<file path="config.mk">
export PLATFORM = sky130hd
export DESIGN_NAME = vga_scan_tracker
export DESIGN_NICKNAME = d
export VERILOG_FILES = /design/src/rtl/vga_scan_pkg.sv /design/src/rtl/vga_commit_fsm.sv /design/src/rtl/vga_scan_tracker.sv
export SDC_FILE = /design/constraint.sdc
export NUM_CORES = 1
export LEC_CHECK = 0
export BUFFER_PORTS_ARGS = -buffer_cell sky130_fd_sc_hd__buf_4
export CAP_MARGIN = 25
export CORE_ASPECT_RATIO = 1.75
export CORE_MARGIN = 1
export CORE_UTILIZATION = 51
export CTS_CLUSTER_SIZE = 10
export DETAILED_ROUTE_END_ITERATION = 10
export PLACE_DENSITY = 0.88
export SLEW_MARGIN = 0
export SYNTH_ARGS = -nofsm -noshare
export SYNTH_HDL_FRONTEND = slang
export SYNTH_SLANG_ARGS = --single-unit
</file>
<file path="constraint.sdc">
create_clock -name iVGA_CLK -period 2.3 [get_ports iVGA_CLK]
set_input_delay 0.23 -clock iVGA_CLK [delete_from_list [all_inputs] [get_ports iVGA_CLK]]
set_output_delay 0.23 -clock iVGA_CLK [all_outputs]
set_load 0.01 [all_outputs]
</file>
<file path="src/rtl/vga_scan_pkg.sv">
// Shared definitions for the VGA scan tracker: default active-area geometry,
// linear address width and the commit handshake state encoding.
package vga_scan_pkg;

  localparam int H_ACTIVE_DFLT = 640;
  localparam int V_ACTIVE_DFLT = 480;
  localparam int ADDR_W        = 19;

  typedef enum logic [1:0] {
    IDLE    = 2'd0,
    PENDING = 2'd1,
    ACK     = 2'd2,
    DONE    = 2'd3
  } commit_state_e;

endpackage

</file>
<file path="src/rtl/vga_commit_fsm.sv">
// Commit handshake FSM and shadow state register. A request is held in
// PENDING until vertical blank; at most one capture happens per blank
// interval (done_this_blank), so the renderer never sees a mid-frame change.
//
// Handshake: commit_req is a level request that must stay high, with
// state_word stable, until commit_ack has been seen; commit_ack pulses for
// one cycle the cycle after the capture edge. Dropping the request before
// capture abandons it without touching shadow_state. After the ack the FSM
// waits in DONE until the request is released.
module vga_commit_fsm
  import vga_scan_pkg::*;
#(
  parameter int STATE_W = 32
) (
  input  logic               iVGA_CLK,
  input  logic               iRST_n,
  input  logic               vblank,
  input  logic               blank_fall,
  input  logic               commit_req,
  input  logic [STATE_W-1:0] state_word,
  output logic               commit_ack,
  output logic [STATE_W-1:0] shadow_state,
  output commit_state_e      fsm_state
);

  commit_state_e state_q, state_nxt;
  logic          capture;
  logic          done_this_blank;

  // State register
  always_ff @(posedge iVGA_CLK or negedge iRST_n) begin
    if (!iRST_n) state_q <= IDLE;
    else         state_q <= state_nxt;
  end

  // Next-state decode; ack is a Moore output of the ACK state
  always_comb begin
    state_nxt  = state_q;
    capture    = 1'b0;
    commit_ack = 1'b0;
    case (state_q)
      IDLE:    if (commit_req) state_nxt = PENDING;
      PENDING: begin
        if (!commit_req) begin
          state_nxt = IDLE;
        end else if (vblank && !done_this_blank) begin
          state_nxt = ACK;
          capture   = 1'b1;
        end
      end
      ACK: begin
        commit_ack = 1'b1;
        state_nxt  = DONE;
      end
      DONE:    if (!commit_req) state_nxt = IDLE;
      default: state_nxt = IDLE;
    endcase
  end

  // Shadow register and one-commit-per-blank flag
  always_ff @(posedge iVGA_CLK or negedge iRST_n) begin
    if (!iRST_n) begin
      shadow_state    <= '0;
      done_this_blank <= 1'b0;
    end else if (capture) begin
      shadow_state    <= state_word;
      done_this_blank <= 1'b1;
    end else if (blank_fall) begin
      done_this_blank <= 1'b0;
    end
  end

  assign fsm_state = state_q;

endmodule

</file>
<file path="src/rtl/vga_scan_tracker.sv">
// Scan-position tracker: registered pixel coordinates, linear address,
// vertical blank, frame start pulse / frame counter, and the frame-synchronous
// game-state commit port. Frame counter and frame start logic are built only
// when SCAN_TRACKER_FRAMECNT_EN is defined; otherwise both read constant 0.
module vga_scan_tracker
  import vga_scan_pkg::*;
#(
  parameter int H_ACTIVE = H_ACTIVE_DFLT,
  parameter int V_ACTIVE = V_ACTIVE_DFLT,
  parameter int STATE_W  = 32
) (
  input  logic               iVGA_CLK,
  input  logic               iRST_n,
  input  logic               iBLANK_n,
  input  logic               iHS,
  input  logic               iVS,
  input  logic               iCommitReq,
  input  logic [STATE_W-1:0] iState,
  output logic [9:0]         oX,
  output logic [8:0]         oY,
  output logic [ADDR_W-1:0]  oADDR,
  output logic               oVBlank,
  output logic               oFrameStart,
  output logic [15:0]        oFrameCount,
  output logic               oCommitAck,
  output logic [STATE_W-1:0] oState,
  output commit_state_e      oCommitState
);

  localparam int                LINE_W   = $clog2(V_ACTIVE + 1);
  localparam logic [9:0]        X_MAX    = 10'(H_ACTIVE - 1);
  localparam logic [8:0]        Y_MAX    = 9'(V_ACTIVE - 1);
  localparam logic [ADDR_W-1:0] ADDR_MAX = ADDR_W'(H_ACTIVE * V_ACTIVE - 1);
  localparam logic [LINE_W-1:0] L_END    = LINE_W'(V_ACTIVE);

  logic              blank_d;
  logic              vblank_q;
  logic              frame_rst;
  logic              eol;
  logic              blank_fall;
  logic [LINE_W-1:0] line_cnt;
  logic [LINE_W-1:0] line_nxt;

  assign frame_rst = ~iVS & ~iHS;
  assign eol       = blank_d & ~iBLANK_n;
  assign line_nxt  = line_cnt + LINE_W'(1);

  // Pixel / line counters; frame reset overrides counting
  always_ff @(posedge iVGA_CLK or negedge iRST_n) begin
    if (!iRST_n) begin
      blank_d  <= 1'b0;
      oX       <= '0;
      oY       <= '0;
      oADDR    <= '0;
      line_cnt <= '0;
    end else begin
      blank_d <= iBLANK_n;
      if (frame_rst) begin
        oX       <= '0;
        oY       <= '0;
        oADDR    <= '0;
        line_cnt <= '0;
      end else if (iBLANK_n) begin
        if (oX != X_MAX)       oX    <= oX + 10'd1;
        if (oADDR != ADDR_MAX) oADDR <= oADDR + ADDR_W'(1);
      end else if (eol) begin
        oX <= '0;
        if (line_cnt != L_END) begin
          line_cnt <= line_nxt;
          oY       <= (line_nxt == L_END) ? Y_MAX : 9'(line_nxt);
        end
      end
    end
  end

  // Blank flag: set once all active lines are done, cleared by the next visible pixel
  always_ff @(posedge iVGA_CLK or negedge iRST_n) begin
    if (!iRST_n)                vblank_q <= 1'b1;
    else if (iBLANK_n)          vblank_q <= 1'b0;
    else if (line_cnt == L_END) vblank_q <= 1'b1;
  end

  // The first visible pixel of a frame already reads oVBlank=0; during reset
  // the flag shows its reset value whatever the blank input does.
  assign oVBlank    = vblank_q & ~(iBLANK_n & iRST_n);
  assign blank_fall = vblank_q & iBLANK_n;

`ifdef SCAN_TRACKER_FRAMECNT_EN
  logic vs_d;

  // Falling-edge detect of iVS and frames-since-reset counter
  always_ff @(posedge iVGA_CLK or negedge iRST_n) begin
    if (!iRST_n) begin
      vs_d        <= 1'b1;
      oFrameStart <= 1'b0;
      oFrameCount <= '0;
    end else begin
      vs_d        <= iVS;
      oFrameStart <= vs_d & ~iVS;
      if (oFrameStart) oFrameCount <= oFrameCount + 16'd1;
    end
  end
`else
  assign oFrameStart = 1'b0;
  assign oFrameCount = '0;
`endif

  vga_commit_fsm #(
    .STATE_W (STATE_W)
  ) u_commit (
    .iVGA_CLK     (iVGA_CLK),
    .iRST_n       (iRST_n),
    .vblank       (oVBlank),
    .blank_fall   (blank_fall),
    .commit_req   (iCommitReq),
    .state_word   (iState),
    .commit_ack   (oCommitAck),
    .shadow_state (oState),
    .fsm_state    (oCommitState)
  );

endmodule

</file>
==> results of run 1 <==
==> flip-flops by register name, indices dropped and copies added, names as in the netlist, named ones only <==
register	flops
blank_d	1
line_cnt	9
oADDR	19
oX	10
oY	9
u_commit.done_this_blank	1
u_commit.fsm_state	1
u_commit.shadow_state	32
vblank_q	1
==> area by class of cell <==
type,count,area share
clock buffers,13,0.0508
inverters,6,0.00423
clock inverters,3,0.00376
multi-input cells,274,0.347
repair buffers,123,0.178
well taps,90,0.0212
flip-flops and latches,84,0.395
==> layer usage <==
| layer | vias to the layer above | track usage | share of wire |
|---|---|---|---|
| met3 | 16 | 0.0390 | 0.043 |
| met5 | - | 0 | 0 |
| met4 | 0 | 0.103 | 0.020 |
| li1 | 1525 | - | - |
| met2 | 102 | 0.395 | 0.55 |
| met1 | 1560 | 0.234 | 0.38 |
==> how the worst max path moves through the flow <==
stage | start | to | slack (ns) | cells after the start
4_1_cts | line_cnt[0] | oY[0] | 0.18 | 7
2_1_floorplan | vblank_q | u_commit.shadow_state[23] | 0.49 | 6
5_1_grt | line_cnt[0] | oY[0] | 0.07 | 7
6_report | line_cnt[0] | oY[0] | 0.18 | 7
3_5_place_dp | line_cnt[0] | oY[0] | 0.21 | 7
3_3_place_gp | line_cnt[0] | oY[1] | 0.28 | 7
==> worst max-delay path, stage by stage, from the launching register on <==
cell and delay (ns):
dfrtp_1 0.47, inv_1 0.09, ha_1 0.20, nand4b_1 0.17, o41a_2 0.30, o211ai_1 0.14, or4_4 0.57, o21ai_0 0.10
==> synthesized netlist by cell type, types with 5 or more instances <==
library cell / instances
mux2_2: 32
o21ai_0: 19
clkbuf_1: 5
nor2_1: 51
xnor2_1: 8
xor2_1: 26
o211ai_1: 8
a21oi_1: 14
dfrtp_1: 83
nand3_1: 9
nand4_1: 6
inv_1: 6
and3_1: 5
a211oi_1: 5
nand2_1: 23
buf_4: 21
nor3_1: 5
==> power groups by stage <==
stage	Sequential [uW]	Combinational (uW)	Clock, uW
floorplan	1690	199	0
global placement	1670	436	0
detailed placement	1670	446	0
CTS	1650	448	1410
global route	1660	491	1470
finish	1650	450	1370
==> cell families (layout without fill, tap and decap cells) <==
group / after synthesis / count (layout) / synth area share
AND/OR/NAND/NOR: 124 / 124 / 0.150
other: 1 / 17 / 0.000905
adder cells (fa/ha/maj): 4 / 4 / 0.0121
buffers and inverters: 40 / 145 / 0.0622
AO/OA/AOI/OAI: 62 / 62 / 0.106
XOR/XNOR: 34 / 34 / 0.0719
flip-flops: 84 / 84 / 0.508
multiplexers: 33 / 33 / 0.0894
==> what timing repair did <==
item | in CTS | in global routing
hold endpoints to repair | 0 | 35
resized for setup | 0 | 0
hold buffers | 0 | 1
==> per-stage QoR <==
| step | utilization | instance area, sq um |
|---|---|---|
| after CTS | 0.668 | 5280 |
| after detailed placement | 0.631 | 4990 |
| after global placement | 0.631 | 4990 |
| final | 0.673 | 5320 |
| after floorplan | - | 4200 |
| after global routing | 0.673 | 5320 |
==> impl_metrics.ini, run 1 <==
[outcome]
status = finished clean

[layout]
final_cell_mix = buf_4 (121), dfrtp_1 (83), nor2_1 (50), mux2_2 (32), xor2_1 (26)
multi_input_area_sq_mm = 0.00185
n_fill_cell = 626
final-seq-area_sq_mm = 0.00210
layout_commonest_cell = buf_4
syn2layout_area_growth_pct = 28.4
antenna_cells = 0
drive_above_1_share = 0.370
final_cells = 593
nNetsFinal = 540

[setup_path]
crit_fanout = 12
rr_worst_depth = 7
cp.arrival_ns = 2.37
rrSetupSlack_ns = 0.18
cp-start-kind = flip-flop
reg2reg_to = oY[0]
critical_path_required_ns = 2.55
r2r_start = line_cnt[0]
critPathCaptureType = flip-flop
worstSetupPathType = flip-flop to flip-flop

[pwr]
p_switching_uw = 865
p_comb_frac = 0.130
leakagePower_uw = 0.00260
power_uw = 3470
vdd_drop_max_uv = 438
internal_power_uw = 2610
swShare = 0.249
power_density_mw_per_mm2 = 652
power_frac_seq = 0.475
pwr-share-clk = 0.395

[cts]
cts_made_buffers = 9
clk_latency_ns = 0.33
clk_pin_slew_worst_paths_ns = 0.06
clockBufferDepth = 2
htree_num_levels = 3
cts_tree = built
root_buffer = clkbuf_16
cts_setup_buffers = 0
cts_sinks = 84

[floorplanning]
start_util = 0.524
core_sq_mm = 0.00791
io_pins = 129
dieHeight_microns = 121
row_count = 43
dieArea_sq_mm = 0.00850
die_w_microns = 70.1

[timing]
drv_slew = 0
setup_viol = 0
fin_setup_tns_ns = 0
timing.fmax_ghz = 0.471
hold_viol = 0
holdWs_ns = 0.128
final.setup_skew_ns = 0.00475
finalCriticalPeriod_ns = 2.12
finalCritPeriodShare = 0.923
grt_setup_unrepaired = no
fin_ws_ns = 0.178

[hold_path]
hold_path_class = input pin to flip-flop
hold_path_depth = 2
holdPathEnd = u_commit.shadow_state[24]
hold_start = iState[24]

[yosys]
synthDominantCellAreaShare = 0.501
yosys.area.top_type = dfrtp_1
synth_seq_cells = 84
netlist_instances = 382
syn_area_sq_mm = 0.00414
synth-edff-count = 0
async_reset_ff_frac = 1.00
ys_warn_count = 0
ys_top_cells_by_area = dfrtp_1 (50%), mux2_2 (8.7%), xor2_1 (5.5%)
synth_ff_type = dfrtp_1
seq_area_frac_synth = 0.508
synth_cell_types = 54
syn_avg_cell_area_sq_um = 10.8

[placement]
place.gp.congestion = 0.813
dp_cells = 575
pre_cts_ws_ns = 0.206
io_buffers = 111
detailedPlacementHpwl_microns = 6400

[detailed_routing]
dr.pass1.iters = 4
antenna_left = 0
wire_per_inst_microns = 15.0
viasPerCell = 5.40
route.detailed.drc = 0
drt-total-wl_microns = 8900
vias = 3203
drt-initial-drc-count = 143

[grt]
overflow = 0
grt_pass1_vias = 3071
antenna_found_initial = 0
grt_max_degree = 85
grt_usage = 0.215
grt_pass1_wl_microns = 14300

[run]
max_cap_violations = 0
Note: power is estimated with default switching activity, not from simulation.
==> run 2: changes to the inputs <==
==> constraint.sdc (replaced) <==
create_clock -name iVGA_CLK -period 2.3 [get_ports iVGA_CLK]
set_input_delay 0.115 -clock iVGA_CLK [delete_from_list [all_inputs] [get_ports iVGA_CLK]]
set_output_delay 0.115 -clock iVGA_CLK [all_outputs]
set_load 0.01 [all_outputs]
==> run 2 against run 1 <==
  * Power rose by 3.1%
  * Global-route usage rose by 0.25 points
  * Via count rose by 1.7%
  * Sequential share of layout area fell by 0.16 points
  * First-iteration DRC count rose by 22%
  * Clock skew rose by 0.0020 ns
  * Setup slack improved by 0.0079 ns
  * Sequential power barely moved
  * Flip-flop and latch count did not move
  * Clock-buffer cell count fell by 2
  * Critical path depth did not move
  * Largest cell class unchanged
==> impl_metrics.ini, run 2 (synthesis results as in run 1) <==
[detailed_routing]
vias = 3256
dr.pass1.iters = 4
drt-initial-drc-count = 175
wire_per_inst_microns = 15.0
route.detailed.drc = 0
wl_met1_microns = 3300
wl_met3_microns = 467
drt-total-wl_microns = 8920
antenna_left = 0
wl_met2_microns = 4970
top_layer = met4
viasPerCell = 5.49

[cts]
cts_made_buffers = 9
htree_num_levels = 3
clockBufferDepth = 2
cts_tree = built
cts_sinks = 84
clk_latency_ns = 0.33
root_buffer = clkbuf_16
clk_pin_slew_worst_paths_ns = 0.06
ctsResizeCount = 0

[setup_path]
r2r_start = line_cnt[0]
worstSetupPathType = flip-flop to flip-flop
path_cells = inv_1 -> ha_1 -> nand4b_1 -> o41a_2 -> o211ai_1 -> or4_4 -> o21ai_0
cp-start-kind = flip-flop
crit_fanout = 12
critical_path_required_ns = 2.55
slowest_delay_ns = 0.57
critPathCaptureType = flip-flop
cp_slowest_cell = or4_4
cp.arrival_ns = 2.36
crit_start = line_cnt[0]

[timing]
timing.fmax_ghz = 0.473
grt_setup_unrepaired = no
finalCritPeriodShare = 0.919
hold_viol = 0
worst_pin_slew_ns = 0.717
slew_headroom = 0.521
fin_setup_tns_ns = 0
finalCriticalPeriod_ns = 2.11
drv_slew = 0
setup_viol = 0
final.setup_skew_ns = 0.00679
holdWs_ns = 0.0109

[floorplanning]
row_count = 43
dieArea_sq_mm = 0.00850
start_util = 0.524
die_w_microns = 70.1
core_sq_mm = 0.00791
io_pins = 129
dieHeight_microns = 121

[layout]
final-seq-area_sq_mm = 0.00210
largest_reg_flops = 32
n_fill_cell = 611
nNetsFinal = 540
largestRegisters = u_commit.shadow_state (32), oADDR (19), oX (10)
layout_commonest_cell = buf_4
antenna_cells = 0
syn2layout_area_growth_pct = 28.9
final_cell_mix = buf_4 (121), dfrtp_1 (83), nor2_1 (50), mux2_2 (32), xor2_1 (26)
drive_above_1_share = 0.372
fin_util = 0.675
largest_register = u_commit.shadow_state
multi_input_area_sq_mm = 0.00185
final_cells = 593

[placement]
dp_cells = 575
place.gp.congestion = 0.841
io_buffers = 111
detailedPlacementHpwl_microns = 6510

[pwr]
leakagePower_uw = 0.00261
vdd_drop_max_uv = 401
power_density_mw_per_mm2 = 670
power_uw = 3580

[grt]
grt_usage = 0.218
grt_max_degree = 85
grt_pass1_wl_microns = 14700
overflow = 0
grt_pass1_vias = 3208
antenna_found_initial = 0

[hold_path]
hold_path_class = input pin to flip-flop
hold_start = iState[12]

[outcome]
status = finished clean

[run]
max_cap_violations = 0
-- run 2: layout make-up --
cell class | count | share of cell area
repair buffers | 123 | 0.177
flip-flops and latches | 84 | 0.394
multi-input cells | 274 | 0.346
well taps | 90 | 0.0211
inverters | 6 | 0.00422
clock inverters | 5 | 0.0110
clock buffers | 11 | 0.0473
-- run 2: final timing paths --
check	endpoint	slack [ns]	depth (start not counted)
worst min-delay path	u_commit.shadow_state[12]	0.01	2
min in group asynchronous	u_commit.done_this_blank	0.32	3
max in group asynchronous	oY[1]	1.39	4
worst max-delay path	oY[0]	0.19	7
worst min register to register	vblank_q	0.50	2
worst max register to register	oY[0]	0.19	7
-- run 2: stage by stage --
stage               setup slack (ns)  cell area, sq um
floorplan                      0.489              4200
global placement               0.275              4990
detailed placement             0.203              4990
CTS                            0.180              5300
global route                  0.0572              5340
finish                         0.185              5340
-- run 2: critical path, delay by kind of cell, from the launching register on --
kind	cells	cell delay [ns]
compound gates	3	0.56
fa+ha+maj	1	0.19
buf+inv	1	0.09
flops	1	0.46
simple gates	2	0.73
-- run 2: power breakdown --
| group | switching (uW) | leakage, uW | internal (uW) |
|---|---|---|---|
| logic | 226 | 0.00132 | 224 |
| registers | 84.4 | 0.00114 | 1560 |
| clock network | 580 | 0.000148 | 902 |
| total | 890 | 0.00261 | 2690 |
-- run 2: timing repair --
item / 4_1_cts / 5_1_grt
buffers inserted: 0 / 0
endpoints found under the hold margin: 0 / 15
hold buffers: 0 / 1
-- run 2: per-layer routing --
metal / vias up / track usage
li1: 1527 / -
met1: 1583 / 0.243
met2: 127 / 0.398
met3: 19 / 0.0415
met4: 0 / 0.0913
met5: - / 0
